`src/rtl/uart_tx_fifo.sv`:
```
`default_nettype none
// +----------------------------------------------------------------------------+
// | Module      : uart_tx_fifo                                                 |
// | Description : Byte FIFO feeding an 8-bit UART transmitter (8N1 by default).|
// |               Define UART_TX_PARITY_EN to insert an even-parity bit (8E1). |
// | Revision    : 1.0 - initial release                                        |
// +----------------------------------------------------------------------------+
module uart_tx_fifo #(
  parameter int CLK_DIV = 868,
  parameter int FIFO_AW = 6
) (
  input  logic       clk,
  input  logic       rst,
  input  logic [7:0] uart_data,
  input  logic       uart_data_write,
  output logic       uart_tx_ready,
  output logic       uart_txd,
  output logic       tx_busy,
  output logic       tx_overflow
);

  localparam int               DEPTH     = 2 ** FIFO_AW;
  localparam logic [15:0]      BAUD_LAST = 16'(CLK_DIV - 1);
  localparam logic [FIFO_AW:0] PTR_ONE   = (FIFO_AW + 1)'(1);

`ifdef UART_TX_PARITY_EN
  typedef enum logic [2:0] {
    IDLE   = 3'd0,
    START  = 3'd1,
    DATA   = 3'd2,
    PARITY = 3'd3,
    STOP   = 3'd4
  } state_t;
`else
  typedef enum logic [2:0] {
    IDLE   = 3'd0,
    START  = 3'd1,
    DATA   = 3'd2,
    STOP   = 3'd4
  } state_t;
`endif

  logic [7:0]       mem [DEPTH];
  logic [FIFO_AW:0] wptr;
  logic [FIFO_AW:0] rptr;
  logic             full;
  logic             empty;
  logic             wr_en;
  logic [7:0]       head;

  state_t           state;
  state_t           next_state;
  logic             pop;
  logic             baud_tick;
  logic [15:0]      baud_cnt;
  logic [2:0]       bit_cnt;
  logic [7:0]       shreg;
`ifdef UART_TX_PARITY_EN
  logic             parity_bit;
`endif

  // Extra pointer MSB distinguishes full from empty when the index bits match.
  assign full          = (wptr[FIFO_AW] != rptr[FIFO_AW]) &&
                         (wptr[FIFO_AW-1:0] == rptr[FIFO_AW-1:0]);
  assign empty         = (wptr == rptr);
  // Ready comes only from pointer flops, so a pop in the same cycle cannot rescue a write.
  assign uart_tx_ready = !full;
  assign wr_en         = uart_data_write && !full && !rst;
  assign head          = mem[rptr[FIFO_AW-1:0]];
  assign baud_tick     = (baud_cnt == BAUD_LAST);
  assign tx_busy       = (state != IDLE) || !empty;

  // Byte storage; contents need no reset because the pointers define validity.
  always_ff @(posedge clk) begin
    if (wr_en) begin
      mem[wptr[FIFO_AW-1:0]] <= uart_data;
    end
  end

  // Write/read pointers and the sticky overflow flag.
  always_ff @(posedge clk) begin
    if (rst) begin
      wptr        <= '0;
      rptr        <= '0;
      tx_overflow <= 1'b0;
    end else begin
      if (wr_en) begin
        wptr <= wptr + PTR_ONE;
      end
      if (pop) begin
        rptr <= rptr + PTR_ONE;
      end
      if (uart_data_write && full) begin
        tx_overflow <= 1'b1;
      end
    end
  end

  // Frame state register.
  always_ff @(posedge clk) begin
    if (rst) begin
      state <= IDLE;
    end else begin
      state <= next_state;
    end
  end

  // Next-state logic; the FIFO head is popped only from IDLE.
  always_comb begin
    next_state = state;
    pop        = 1'b0;
    case (state)
      IDLE: begin
        if (!empty) begin
          pop        = 1'b1;
          next_state = START;
        end
      end
      START: begin
        if (baud_tick) next_state = DATA;
      end
      DATA: begin
        if (baud_tick && (bit_cnt == 3'd7)) begin
`ifdef UART_TX_PARITY_EN
          next_state = PARITY;
`else
          next_state = STOP;
`endif
        end
      end
`ifdef UART_TX_PARITY_EN
      PARITY: begin
        if (baud_tick) next_state = STOP;
      end
`endif
      STOP: begin
        if (baud_tick) next_state = IDLE;
      end
      default: next_state = IDLE;
    endcase
  end

  // Baud/bit counters, shift register and the flopped serial output (one cycle behind state).
  always_ff @(posedge clk) begin
    if (rst) begin
      baud_cnt   <= '0;
      bit_cnt    <= '0;
      shreg      <= '0;
      uart_txd   <= 1'b1;
`ifdef UART_TX_PARITY_EN
      parity_bit <= 1'b0;
`endif
    end else begin
      if ((state == IDLE) || baud_tick) begin
        baud_cnt <= '0;
      end else begin
        baud_cnt <= baud_cnt + 16'd1;
      end

      if (pop) begin
        shreg      <= head;
        bit_cnt    <= '0;
`ifdef UART_TX_PARITY_EN
        parity_bit <= ^head;
`endif
      end else if ((state == DATA) && baud_tick) begin
        shreg   <= {1'b0, shreg[7:1]};
        bit_cnt <= bit_cnt + 3'd1;
      end

      case (state)
        IDLE:    uart_txd <= 1'b1;
        START:   uart_txd <= 1'b0;
        DATA:    uart_txd <= shreg[0];
`ifdef UART_TX_PARITY_EN
        PARITY:  uart_txd <= parity_bit;
`endif
        default: uart_txd <= 1'b1;
      endcase
    end
  end

endmodule
`default_nettype wire
```
`config.mk`:
```
export PLATFORM = sky130hd
export DESIGN_NAME = uart_tx_fifo
export DESIGN_NICKNAME = d
export VERILOG_FILES = /design/src/rtl/uart_tx_fifo.sv
export SDC_FILE = /design/constraint.sdc
export NUM_CORES = 1
export LEC_CHECK = 0
export CORE_ASPECT_RATIO = 1.25
export CORE_MARGIN = 5
export CORE_UTILIZATION = 30
export CTS_CLUSTER_DIAMETER = 150
export CTS_CLUSTER_SIZE = 12
export DETAILED_ROUTE_END_ITERATION = 10
export SLEW_MARGIN = 20
export SYNTH_ARGS = -nofsm -noshare
export SYNTH_HDL_FRONTEND = slang
export SYNTH_SLANG_ARGS = --single-unit
```
`constraint.sdc`:
```
create_clock -name clk -period 1.95 [get_ports clk]
set_input_delay 0.39 -clock clk [delete_from_list [all_inputs] [get_ports clk]]
set_output_delay 0.39 -clock clk [all_outputs]
set_load 0.005 [all_outputs]
```
Word level (Yosys, flattened, before mapping)

Memory sizes are Yosys's and may differ from the RTL's. A register that Yosys moved wholly into a read port is not among the register bits.
Index checks and enable logic that the tools add are counted.

Flip-flop bits (word level): 46
Latch bits: 0
RAM bits: 512
Bits in read-only memories: 0
Input bits: 11
Output and inout bits: 4
Logic and storage cells: 56
Memories: 1

Memory list:

| memory | words | bits a word | read ports | clocked after Yosys merged registers in | wr ports | line | RTL |
|---|---|---|---|---|---|---|---|
| mem    | 64    | 8           | 1          | 1                                       | 1        | 43   | `logic [7:0] mem [DEPTH];` |

Add/subtract/negate cells: 4
Multipliers: 0
Div/mod/pow operators: 0
$lt $le $gt $ge: 0
Equality and inequality tests: 12
Shift operators: 0
Multiplexer cells: 14
Bitwise logic cells: 0
Reductions and logical operators: 17

Operators by type and width:

| operator                                         | number |
|---|---|
| adder 16 x 1 -> 16 bit (second input constant)   | 1 |
| == test 16 x 10 -> 1 bit (second input constant) | 1 |
| 2-to-1 mux 8 bit                                 | 2 |
| adder 7 x 1 -> 7 bit (second input constant)     | 2 |
| 2-to-1 mux 3 bit                                 | 4 |
| 2-to-1 mux 6 bit                                 | 2 |
| case mux 3 bit (4 select lines)                  | 1 |
| != test 2 bit (second input constant)            | 4 |
| == test 7 bit                                    | 1 |
| == test 3 bit (second input constant)            | 2 |
| == test 6 bit                                    | 1 |
| logical AND 1 bit                                | 6 |
| 2-to-1 mux 1 bit                                 | 4 |
| AND reduction 4 bit                              | 1 |
| OR reduction 2 bit                               | 2 |
| adder 3 x 1 -> 3 bit (second input constant)     | 1 |
| == test 3 x 1 -> 1 bit (second input constant)   | 1 |
| == test 3 x 2 -> 1 bit (second input constant)   | 1 |
| zero test 1 bit                                  | 3 |
| zero test 3 bit                                  | 1 |
| nonzero test 3 bit                               | 1 |
| logical OR 1 bit                                 | 2 |
| case mux 1 bit (2 select lines)                  | 1 |
| nonzero test 2 bit                               | 1 |
| != test 1 bit                                    | 1 |

Longest topological paths before layout

Depth after elaboration: 7
Gate-level depth with buffers: 11
Depth with buffers taken out: 7

Least setup slack after synthesis

Ideal clock, no wire load.

Path type: flip-flop to flip-flop
Start point: reg wptr[4]
End point: mem mem[63][0] (enable)
Data arrival time: 1.787 ns
Path slack: -0.208 ns
Stages on the path, launching flop included: 8
Buffers on the path: 2
Clock period less this slack: 2.158 ns
Cells stage by stage: dfxtp_1 buf_2 xor2_1 nor4_2 a311oi_2 nand2_1 buf_2 nor2_1

Word-level cells in the longest chain between the ends: 7

Ends and longest elaborated chain:

| item                                   | line | RTL |
|---|---|---|
| start, declared                        | 44   | `logic [FIFO_AW:0] wptr;` |
| start signal, assigned                 | 88   | `wptr <= wptr + PTR_ONE;` |
| == test 6 bit                          | 64   | `(wptr[FIFO_AW-1:0] == rptr[FIFO_AW-1:0]);` |
| logical AND 1 bit                      | 63   | `assign full = (wptr[FIFO_AW] != rptr[FIFO_AW]) &&` |
| zero test 1 bit                        | 68   | `assign wr_en = uart_data_write && !full && !rst;` |
| logical AND 1 bit (2 in series)        | 68   |  |
| 2-to-1 mux 1 bit                       | 75   | `if (wr_en) begin` |
| 2-to-1 mux 1 bit (implied by the code) | 76   | `mem[wptr[FIFO_AW-1:0]] <= uart_data;` |
| end, declared                          | 43   |  |

Parallel ways exist; a longest one is shown, timed or not.

Worst setup path in the final report

Start point: reg wptr[0]
End point: out tx_busy

Word-level cells in the longest chain between the ends: 3

Ends and longest elaborated chain:

| item             | line | RTL |
|---|---|---|
| == test 7 bit    | 65   | `assign empty = (wptr == rptr);` |
| zero test 1 bit  | n/a  |  |
| logical OR 1 bit | 71   | `assign tx_busy = (state != IDLE) \|\| !empty;` |
| end, declared    | 18   | `output logic tx_busy,` |

No other way between the ends.

==> results.md <==
* Outcome: complete, but fails checks
* Failing checks: negative setup slack
* Gr usage total at 0.136
* Post-synth EDFFs at about 510
* # DRC at 0
* Wire per inst at approximately 23 um
* WP buf/inv at 2
* Setup Crit Path Kind: flop to primary output
* Total grt overflow at 0
* Leakage power at around 9 nW
* Largest net degree at the start of global routing at 65
* PD cells at approximately 1000 nW/um2
* Primary FF master, synth: edfxtp_1
* Commonest non-fill, non-tap cell in the layout: edfxtp_1
* Most frequent cells in the layout: 512 x edfxtp_1, 156 x buf_4, 99 x mux4_2, 85 x mux2i_1, 65 x nor2_1
* Max IR drop VDD at 0.611 mV
* Worst Hold Depth at 1
* Gate power share at 0.210
* Switching pwr at ~7.2 mW
* Fin crit share at 1.16
* CTS Root Cell: clkbuf_16
* Unrepaired setup endpoints after global routing: yes
* Slew Limit Fails at 0
* Post-Syn Area at 22300 um2
* Fin util at 0.377
* Worst setup path startpoint: wptr[0]
* Hold-fix buffers, CTS at 0
* Hold Vio Cnt, Final at 0
* Initial DRT Pass Iterations at 5
* Maximum fanout along the worst path at 4
* Synth Area per Inst at about 19 um2
* Share of cells above drive strength 1 at 0.359
* Die ar. at roughly 80000 um2
* Routed Antenna Nets at 0
* PnR worst setup slack at -0.308 ns
* Required @ worst endpoint at 1.56 ns
* Synth async-reset ratio at 0
* Via-per-instance ratio at about 4.8
* CP Launch Type: flop
* CTS Buffer Depth at 3
* Hold WC Path Type: input port to flop
* CP max stage delay at roughly 0.40 ns
* CTS tree: done
* Share of total power in the clock network at 0.320
* Number of I/O port buffers at 14
* Layout Nets at 1452
* Initial core utilization at 0.303
* Vias in the first global route at roughly 12000
* Top Family by Delay on Critical Path: simple AND/OR/NAND/NOR gates
* Worst reg2reg path endpoint: shreg[7]
* Final setup fails at ~530
* Worst Skew at between 0.015 and 0.02 ns
* Number of CTS-inserted buffers at 52
* Clock transition at path regs at 0.06 ns
* Die Wd at about 250 um
* Slowest cell on crit path: nor2_1
* Via count at about 12000
* Top-area cell type share of the netlist area at 0.691
* Cell internal pwr at 21.4 mW
* Fillers at 6562
* Yosys cell types at 50
* Arrival time at the worst endpoint at 1.87 ns
* First-pass GRT wire length at between 80000 and 90000 um
* GPL Wtd Cong at about 0.85
* Max Clock Freq at 443 MHz
* Critical Path Stages at 5
* Core area at 73500 um2
* MaxCap Viol Count at 0
* Initial antenna violation count at 1
* Die H at between 300 and 400 um
* Row count at ~110
* Critical path cell sequence: xor2_1 -> nor2_1 -> buf_4 -> nand4_1 -> buf_2
* Syn Inst Count at 1199
* Reg2Reg Setup Slack at -0.28 ns
* Htree depth at 2
* Yosys Warn Count at 0
* Hpwl dp at approximately 35000 um
* Slew margin rel. at 0.623
* Routed wire length at 55000 um
* Time the worst path needs with I/O delays and setup at approximately 2.3 ns
* Sw Ratio at 0.252
* Inserted Diodes at 0
* Total Power at around 29 mW
* Clk_lat worst skew at 0.57 ns
* Starting DRC count in detailed routing at roughly 900
* # IOs at 15
* CTS Sinks at between 500 and 600
* Post-synthesis sequential area ratio at 0.738
* Ranking of synthesized cells by area: edfxtp_1 69%, mux4_2 10%, dfxtp_1 4.7%
* Flop pwr share at 0.470
* R2R depth at 8
* Area delta synth->final at 24.6%
* Worst Tran Pin Value at between 0.5 and 0.6 ns
* Synthesized net count at about 1200
* Cell accounting for the most synthesized area: edfxtp_1
* Worst Setup EP: tx_busy
* Number of synthesized register bits at roughly 560
* Critical Path End Type: primary output
-- how the worst min path moves through the flow --
stage | from | end | slack [ns]
floorplan | baud_cnt[0] | baud_cnt[0] | 0.43
global placement | bit_cnt[1] | bit_cnt[1] | 0.48
detailed placement | shreg[7] | shreg[7] | 0.50
CTS | uart_data[2] | mem[12][2] | 0.19
global route | uart_data[1] | mem[1][1] | 0.20
finish | uart_data[1] | mem[8][1] | 0.22
-- synth_stat cells, types with 6 or more instances --
| library cell | instances |
|---|---|
| nand2b_1 | 7 |
| buf_6 | 9 |
| clkbuf_1 | 19 |
| nand2_1 | 31 |
| a221oi_1 | 14 |
| a211oi_1 | 16 |
| buf_4 | 9 |
| buf_1 | 6 |
| o21ai_0 | 18 |
| nor4b_1 | 6 |
| nor2b_1 | 16 |
| a21oi_1 | 10 |
| and3_1 | 11 |
| nor3_1 | 6 |
| nor2_1 | 107 |
| mux4_2 | 99 |
| o22ai_1 | 16 |
| nand3_1 | 11 |
| xnor2_1 | 12 |
| buf_2 | 19 |
| edfxtp_1 | 512 |
| o221ai_1 | 6 |
| dfxtp_1 | 52 |
| xor2_1 | 21 |
| a22o_1 | 14 |
| mux2i_1 | 97 |
-- power by group through the flow --
stage | Combinational [mW] | Sequential (mW) | Clock, mW
floorplan | 3.17 | 13.7 | 0
global placement | 4.92 | 13.7 | 0
detailed placement | 4.95 | 13.7 | 0
CTS | 5.93 | 13.4 | 9.39
global route | 6.35 | 13.5 | 9.90
finish | 6.00 | 13.5 | 9.15
-- final cells by class --
type	count	area, um2	area share
timing repair buffer	246	2630	0.0948
clock buffer	85	1450	0.0522
sequential	564	16400	0.593
inverter	5	18.8	0.000677
multi-input combinational	567	6000	0.216
tap	960	1200	0.0433
-- kinds of logic (layout without fill, tap and decap cells) --
logic type,count (synthesis),after routing,share of synthesized area
compound gates,101,101,0.0322
xor+xnor,33,33,0.0130
fa+ha+maj,5,5,0.00281
buf+inv,68,336,0.0176
flops,564,564,0.738
mux,199,199,0.145
simple gates,229,229,0.0512
-- repair_timing --
item	CTS	global route
endpoints found under the setup margin	533	538
endpoints found under the hold margin	0	0
pin swaps	21	11
resized for setup	102	33
setup buffers	22	4
gates cloned	5	1
-- routing by layer --
layer	share of wire	wire length, um	global-route usage
met5	0.00024	13	0
met4	0.040	2170	0.0514
met3	0.039	2130	0.0163
met2	0.51	28200	0.238
met1	0.41	22500	0.173
-- metrics by stage --
stage,setup slack [ns],cell area (um2),cells,hold WS [ns],setup TNS (ns)
finish,-0.308,27700,2427,0.219,-92.41
global placement,-0.529,25400,2313,0.483,-203.45
global route,-0.415,27700,2427,0.202,-145.54
detailed placement,-0.498,25400,2313,0.495,-192.90
CTS,-0.319,27600,2424,0.195,-98.18
floorplan,-0.0886,22600,1199,0.428,-15.54
-- registers in the layout (all words and copies together) (netlist names), named ones only --
register     flops
baud_cnt        16
bit_cnt          3
mem            512
rptr             7
shreg            8
state            3
tx_overflow      1
uart_txd         1
wptr             7
Note: power is estimated with default switching activity, not from simulation.
